File: config.mk
export PLATFORM = sky130hd
export DESIGN_NAME = pipe_hazard_ctrl
export DESIGN_NICKNAME = d
export VERILOG_FILES = /design/src/rtl/pipe_pkg.sv /design/src/rtl/pipe_perf_cnt.sv /design/src/rtl/pipe_hazard_ctrl.sv
export SDC_FILE = /design/constraint.sdc
export NUM_CORES = 1
export LEC_CHECK = 0
export CELL_PAD_IN_SITES_DETAIL_PLACEMENT = 0
export CELL_PAD_IN_SITES_GLOBAL_PLACEMENT = 1
export CORE_MARGIN = 2
export CORE_UTILIZATION = 28
export CTS_BUF_LIST = sky130_fd_sc_hd__clkbuf_2 sky130_fd_sc_hd__clkbuf_4 sky130_fd_sc_hd__clkbuf_8
export DETAILED_ROUTE_END_ITERATION = 12
export PLACE_DENSITY_LB_ADDON = 0.1
export SLEW_MARGIN = 20
export SYNTH_ARGS = -nofsm -noshare
export SYNTH_HDL_FRONTEND = slang
export SYNTH_HIERARCHICAL = 1
export SYNTH_SLANG_ARGS = --single-unit
File: constraint.sdc
create_clock -name clk -period 1.8 [get_ports clk]
set_clock_uncertainty 0.1 [all_clocks]
set_input_delay 0.36 -clock clk [delete_from_list [all_inputs] [get_ports clk]]
set_output_delay 0.36 -clock clk [all_outputs]
set_load 0.02 [all_outputs]
File: src/rtl/pipe_pkg.sv
// Shared definitions for the pipeline hazard controller: FSM encodings,
// register-index width and the register-match helper.
package pipe_pkg;

    localparam int REG_W  = 5;
    localparam int WAIT_W = 8;

    typedef enum logic [1:0] {
        ST_RUN      = 2'd0,
        ST_MEM_WAIT = 2'd1,
        ST_ERR      = 2'd2,
        ST_ILLEGAL  = 2'd3
    } ctrl_state_e;

    // x0 is hard-wired zero, so a load targeting it never creates a hazard.
    function automatic logic reg_hit(input logic [REG_W-1:0] rd,
                                     input logic [REG_W-1:0] rs,
                                     input logic             use_rs);
        return use_rs && (rd != '0) && (rd == rs);
    endfunction

endpackage

File: src/rtl/pipe_perf_cnt.sv
// Free-running stall and flush event counters; both wrap at 2^32.
module pipe_perf_cnt (
    input  logic        clk,
    input  logic        reset,
    input  logic        stall,
    input  logic        flush,
    output logic [31:0] stall_cnt,
    output logic [31:0] flush_cnt
);

    always_ff @(posedge clk) begin
        if (reset) begin
            stall_cnt <= '0;
            flush_cnt <= '0;
        end else begin
            if (stall) stall_cnt <= stall_cnt + 32'd1;
            if (flush) flush_cnt <= flush_cnt + 32'd1;
        end
    end

endmodule

File: src/rtl/pipe_hazard_ctrl.sv
// Pipeline hazard controller: memory-wait FSM with timeout, branch flush and
// load-use bubble. Define PIPE_CTRL_PERF_EN to add stall/flush counters.
module pipe_hazard_ctrl
    import pipe_pkg::*;
#(
    parameter int MEM_TIMEOUT = 255
) (
    input  logic             clk,
    input  logic             reset,
    input  logic [REG_W-1:0] id_rs1,
    input  logic [REG_W-1:0] id_rs2,
    input  logic             id_use_rs1,
    input  logic             id_use_rs2,
    input  logic             ex_mem_read,
    input  logic [REG_W-1:0] ex_rd,
    input  logic             ex_branch_taken,
    input  logic             dmem_req,
    input  logic             dmem_ready,
    output logic             pc_write,
    output logic             if_id_write,
    output logic             if_id_flush,
    output logic             id_ex_flush,
    output logic             pipe_hold,
    output logic [1:0]       ctrl_state,
    output logic             mem_timeout_err
`ifdef PIPE_CTRL_PERF_EN
    ,
    output logic [31:0]      perf_stall_cnt,
    output logic [31:0]      perf_flush_cnt
`endif
);

    localparam logic [WAIT_W:0] TIMEOUT = MEM_TIMEOUT[WAIT_W:0];

    ctrl_state_e       state_q, state_d;
    logic [WAIT_W-1:0] wait_cnt;
    logic              wait_hit;
    logic              branch_pend;
    logic              mem_stall;
    logic              load_use;
    logic              branch_flush;

    assign wait_hit = ({1'b0, wait_cnt} + 1'b1) >= TIMEOUT;

    always_ff @(posedge clk) begin
        if (reset) state_q <= ST_RUN;
        else       state_q <= state_d;
    end

    always_comb begin
        state_d = state_q;
        case (state_q)
            ST_RUN:      if (dmem_req && !dmem_ready) state_d = ST_MEM_WAIT;
            ST_MEM_WAIT: begin
                if (dmem_ready)    state_d = ST_RUN;
                else if (wait_hit) state_d = ST_ERR;
            end
            ST_ERR:      state_d = ST_ERR;
            default:     state_d = ST_RUN;
        endcase
    end

    // Counter idles at zero outside MEM_WAIT, which clears it on entry.
    always_ff @(posedge clk) begin
        if (reset || state_q != ST_MEM_WAIT) wait_cnt <= '0;
        else if (wait_cnt != '1)             wait_cnt <= wait_cnt + 1'b1;
    end

    always_ff @(posedge clk) begin
        if (reset)                 mem_timeout_err <= 1'b0;
        else if (state_d == ST_ERR) mem_timeout_err <= 1'b1;
    end

    // EX is frozen while memory stalls, so a taken branch seen then is
    // remembered and flushed in the first unstalled cycle.
    always_ff @(posedge clk) begin
        if (reset)          branch_pend <= 1'b0;
        else if (mem_stall) branch_pend <= branch_pend | ex_branch_taken;
        else                branch_pend <= 1'b0;
    end

    assign mem_stall    = (state_q == ST_MEM_WAIT) ||
                          (state_q == ST_RUN && dmem_req && !dmem_ready);
    assign load_use     = ex_mem_read && (reg_hit(ex_rd, id_rs1, id_use_rs1) ||
                                          reg_hit(ex_rd, id_rs2, id_use_rs2));
    assign branch_flush = ex_branch_taken || branch_pend;

    always_comb begin
        pc_write    = 1'b1;
        if_id_write = 1'b1;
        if_id_flush = 1'b0;
        id_ex_flush = 1'b0;
        pipe_hold   = 1'b0;
        if (reset) begin
            pc_write    = 1'b0;
            if_id_write = 1'b0;
        end else if (mem_stall || state_q == ST_ERR || state_q == ST_ILLEGAL) begin
            // The illegal encoding freezes for its single recovery cycle.
            pc_write    = 1'b0;
            if_id_write = 1'b0;
            pipe_hold   = 1'b1;
        end else if (branch_flush) begin
            if_id_flush = 1'b1;
            id_ex_flush = 1'b1;
        end else if (load_use) begin
            pc_write    = 1'b0;
            if_id_write = 1'b0;
            id_ex_flush = 1'b1;
        end
    end

    assign ctrl_state = state_q;

`ifdef PIPE_CTRL_PERF_EN
    pipe_perf_cnt u_perf (
        .clk       (clk),
        .reset     (reset),
        .stall     (!pc_write),
        .flush     (if_id_flush),
        .stall_cnt (perf_stall_cnt),
        .flush_cnt (perf_flush_cnt)
    );
`endif

endmodule

## Yosys cells after proc, flatten, opt, wreduce, memory -nomap -nowiden

Cells that the tools add are included.

| storage, ports and cells | value |
|---|---|
| flip-flop bits (word level) | 12 |
| latch bits | 0 |
| memory bits (writable) | 0 |
| memory bits (read-only) | 0 |
| input port bits | 23 |
| logic and storage cells | 52 |
| memories | 0 |

| operators by class | value |
|---|---|
| add/subtract/negate cells | 2 |
| multipliers | 0 |
| div/mod/pow operators | 0 |
| magnitude comparators | 1 |
| equal/unequal tests | 8 |
| shift operators | 0 |
| multiplexer cells | 17 |
| bitwise gates (word level) | 2 |
| reduce and logical (&&, ||, !) cells | 18 |

Operators by type and width:

| kind | count |
|---|---|
| 1-bit 2-to-1 mux | 13 |
| 5-bit == test | 2 |
| 8-bit by 1-bit adder with 9-bit output, second input constant | 1 |
| 9-bit by 8-bit >= comparator with 1-bit output, second input constant | 1 |
| 8-bit by 1-bit adder with 8-bit output, second input constant | 1 |
| 1-bit logical AND | 8 |
| 8-bit != test, second input constant | 1 |
| 2-bit == test, second input constant | 3 |
| 1-bit logical OR | 6 |
| 2-bit 2-to-1 mux | 3 |
| 2-bit case mux with 3 select lines | 1 |
| 5-bit nonzero test | 1 |
| 2-bit by 1-bit == test with 1-bit output, second input constant | 1 |
| 2-bit logical NOT | 1 |
| 2-bit by 1-bit != test with 1-bit output, second input constant | 1 |
| 2-bit OR reduction | 1 |
| 1-bit logical NOT | 1 |
| 1-bit NOT | 1 |
| 1-bit OR | 1 |

## Logic depth before layout (Yosys ltp)

| logic depth | value |
|---|---|
| word-level depth | 9 |
| depth in mapped cells | 8 |
| mapped depth without buffers | 7 |

## Worst setup path after synthesis

OpenSTA, ideal clock, no wires.

| timing path | value |
|---|---|
| path type | in2out |
| start point | input ex_rd[1] |
| end point | output pc_write |
| data arrival time | 1.684 ns |
| data required time | 1.340 ns |
| setup slack | -0.344 ns |
| stages on the path | 5 |
| buffers on the path | 1 |
| path through | or4_1 > o21ai_1 > a21oi_1 > a21oi_1 > buf_4 |

| on the way | value |
|---|---|
| longest elaborated chain between the ends | 9 |
| elaborated cells on any way between the ends | 13 |
| those cells by class | 2 x eq/ne; 4 x mux; 7 x reduce/logical |

Ends and longest elaborated chain:

| item | line | text |
|---|---|---|
| start: declaration | pipe_hazard_ctrl.sv:15 | `input logic [REG_W-1:0] ex_rd,` |
| 5-bit nonzero test | pipe_pkg.sv:19 | `return use_rs && (rd != '0) && (rd == rs);` |
| 1-bit logical AND (2 in series) | pipe_pkg.sv:19 |  |
| 1-bit logical OR * | pipe_hazard_ctrl.sv:84 | `assign load_use = ex_mem_read && (reg_hit(ex_rd, id_rs1, id_use_rs1) \|\|` |
| 1-bit logical AND * | pipe_hazard_ctrl.sv:84 |  |
| 1-bit 2-to-1 mux * (4 in series) | -- |  |
| end: declaration | pipe_hazard_ctrl.sv:19 | `output logic pc_write,` |

Every way passes the cells marked *; elsewhere a longest branch is shown, timed or not.

## Worst setup path after layout

| timing path | value |
|---|---|
| start point | input ex_rd[4] |
| end point | output id_ex_flush |

| on the way | value |
|---|---|
| longest elaborated chain between the ends | 9 |
| elaborated cells on any way between the ends | 13 |
| those cells by class | 2 x eq/ne; 4 x mux; 7 x reduce/logical |

Ends and longest elaborated chain:

| item | line | text |
|---|---|---|
| 5-bit nonzero test | pipe_pkg.sv:19 |  |
| 1-bit logical AND (2 in series) | pipe_pkg.sv:19 |  |
| 1-bit logical OR * | pipe_hazard_ctrl.sv:84 |  |
| 1-bit logical AND * | pipe_hazard_ctrl.sv:84 |  |
| 1-bit 2-to-1 mux * | pipe_hazard_ctrl.sv:105 | `end else if (load_use) begin` |
| 1-bit 2-to-1 mux * | pipe_hazard_ctrl.sv:102 | `end else if (branch_flush) begin` |
| 1-bit 2-to-1 mux * | pipe_hazard_ctrl.sv:97 | `end else if (mem_stall \|\| state_q == ST_ERR \|\| state_q == ST_ILLEGAL) begin` |
| 1-bit 2-to-1 mux * | pipe_hazard_ctrl.sv:94 | `if (reset) begin` |
| end: declaration | pipe_hazard_ctrl.sv:22 | `output logic id_ex_flush,` |

Marked as above.

==> flow_summary.ini <==
[timing]
finalWorstSetupSlack_ns = -0.295
finalHoldViolCount = 0
whs_ns = 0.450
min_period_over_period_pct = 116
tightest_slew_ns = 0.323
max_slew_margin_pct = 78.4
rsz0062_at_grt = yes
min_period_ns = 2.10
fmax_mhz = 477
finalSetupViolCount = 4
maxSlewViolCount = 0

[clock_tree]
holdBufCountCts = 0
clock_path_buffers = 2
htreeDepth = 1
clock_latency_ns = 0.26
cts.sinks = 12
path_clk_slew_ns = 0.07
cts-root-buf = clkbuf_4
cts_tree = done
numCtsBuffers = 3

[synthesis]
synth_most_common_cell = dfxtp_1
ys_warn_count = 6
async_flop_share_pct = 0
synth_area_leaders = dfxtp_1 (30%), xor2_1 (11%), a21oi_1 (6.9%), nand3_1 (5.7%), xnor2_1 (5.5%)
synth_top_area_share_pct = 30.1
synth-edff-count = 0
synth-main-ff-cell = dfxtp_1
syn_avg_cell_area_um2 = 7.89
synth_area_um2 = 797
synthTopCellsByCount = dfxtp_1 (12), a21oi_1 (11), xor2_1 (10), nand3_1 (9), nor2_1 (8)
synth_cells = 101
yosys.area.top_type = dfxtp_1
yosysSeqAreaShare_pct = 30.1
syn_nets = 126
synthDistinctLibCells = 31
synth_seq_cells = 12

[worst_setup_path]
r2r_start = wait_cnt[0]
endpoint_kind = primary output
worstSetupPathType = in2out
crit_path_max_fanout = 3
rr_endpoint = ctrl_state[0]
startpoint_type = input port
critPathArrivalTime_ns = 1.64
r2r_slack_ns = 0.19
critPathLaunch = ex_rd[4]
cp.required_ns = 1.34
r2r_cells = 7
endpoint = id_ex_flush

[final_layout]
fillers = 274
fin_nets = 173
syn_to_final_growth_pct = 60.8
final_cells = 177
diodes = 0
drive_gt1_share_pct = 33.6
fin_util_pct = 46.9

[power_and_ir_drop]
clockPowerShare_pct = 27.2
p_per_area_nw_per_um2 = 456
pwr-share-seq_pct = 46.3
peakVddDrop_mv = 0.317
comb_power_share_pct = 26.5
fin_total_pwr_mw = 0.585
power_switching_mw = 0.150
p_leak_nw = 0.513
swShare_pct = 25.7
p_int_mw = 0.434

[placed_design]
dp.cells = 170
port_buffers = 30
dp_slack_ns = -1.12
place_congestion = 0.727
hpwl_um = 1640

[global_routing]
grt_pass1_vias = 783
grt_max_degree = 10
antenna_found_initial = 0
track_usage_pct = 13.5
grt_pass1_wl_um = 3390
gr-total-overflow = 0

[route]
drtIter0Drc = 9
ant_nets = 0
wire_per_inst_um = 12.0
dr_total_vias = 848
via_per_inst = 4.79
first_pass_iters = 4
wl_um = 2130
drcViolationCount = 0

[floorplan]
io_pins = 31
die_y_um = 57.4
rows = 19
coreArea_um2 = 2730
initial_utilization_pct = 29.2
die_area_um2 = 3290
die_w_um = 57.4

[hold_path]
hold_path.class = reg2reg

[flow_run]
drv_cap = 0

[status]
outcome = finished, violations left
violations = setup timing
-- through the flow --
stage | instance area [µm²] | TNS [ns]
after detailed placement | 1230 | -4.51
after CTS | 1260 | -0.855
after global placement | 1230 | -4.44
after global routing | 1280 | -1.05
after floorplan | 827 | -0.211
final | 1280 | -0.856
-- sequential cells by signal, summed over array words and instances (netlist names) --
signal and flops:
wait_cnt 8, mem_timeout_err 1, ctrl_state 2, branch_pend 1
-- cell families (layout without fill, tap and decap cells) --
family / count (synthesis) / in the layout / synth area share [%]
and+or+nand+nor: 37 / 37 / 23.7
AOI/OAI and AO/OA: 23 / 23 / 18.2
muxes: 2 / 2 / 2.51
adders and majority gates: 2 / 2 / 3.14
buffers and inverters: 10 / 55 / 5.81
DFF: 12 / 12 / 30.1
xor gates and xnor gates: 15 / 15 / 16.5
-- worst max-delay path: stages --
cell,delay [ns]
buf_8,0.10
or4_4,0.52
o21ai_2,0.16
a21oi_2,0.06
o311a_4,0.31
buf_6,0.13
-- power by group through the flow --
stage	clock (mW)	combinational, mW	sequential (mW)
after floorplan	0	0.0577	0.279
after global placement	0	0.152	0.277
after detailed placement	0	0.152	0.277
after CTS	0.174	0.153	0.271
after global routing	0.181	0.167	0.271
final	0.159	0.155	0.271
-- layout by cell type, fill, tap and decap left out, types with 2 or more instances in the layout --
cell type and count:
xnor2_1 5, inv_1 5, clkdlybuf4s15_1 2, buf_6 5, xor2_1 10, nand2_1 5, nand3_1 9, nor4_1 3
dfxtp_1 12, and3_1 2, a21oi_2 4, mux2i_1 2, o211ai_1 2, dlygate4sd2_1 5, clkdlybuf4s50_1 7, buf_2 7
nor3_1 2, a21oi_1 6, nor2_1 7, buf_4 19, clkbuf_4 3, nor2b_1 2
-- cell type report --
class / count / area, µm² / area share [%]
timing repair buffer: 47 / 388 / 30.3
sequential: 12 / 240 / 18.7
inverter: 5 / 18.8 / 1.46
clock buffer: 3 / 22.5 / 1.76
multi-input combinational: 79 / 573 / 44.7
tap: 31 / 38.8 / 3.03
-- timing repair --
item                                    4_1_cts  5_1_grt
pin swaps                                    17        7
gates resized for setup                      86        9
endpoints found under the setup margin        6        8
setup buffers                                 4        0
-- worst min-delay path by stage --
stage,endpoint,slack (ns),from,depth (start not counted)
after detailed placement,branch_pend,0.44,ctrl_state[1],2
final,wait_cnt[1],0.45,wait_cnt[1],2
after floorplan,branch_pend,0.34,reset,1
after global placement,mem_timeout_err,0.42,mem_timeout_err,2
after global routing,wait_cnt[1],0.49,wait_cnt[1],2
after CTS,wait_cnt[1],0.45,wait_cnt[1],2
-- metal layers --
| layer | track usage [%] | vias up | share of wire, % |
|---|---|---|---|
| li1 | - | 455 | - |
| met1 | 16.6 | 373 | 48 |
| met2 | 22.9 | 18 | 47 |
| met3 | 4.31 | 2 | 5.0 |
| met4 | 2.99 | 0 | 0.47 |
| met5 | 0 | - | 0 |
(Power assumes the default switching activity.)
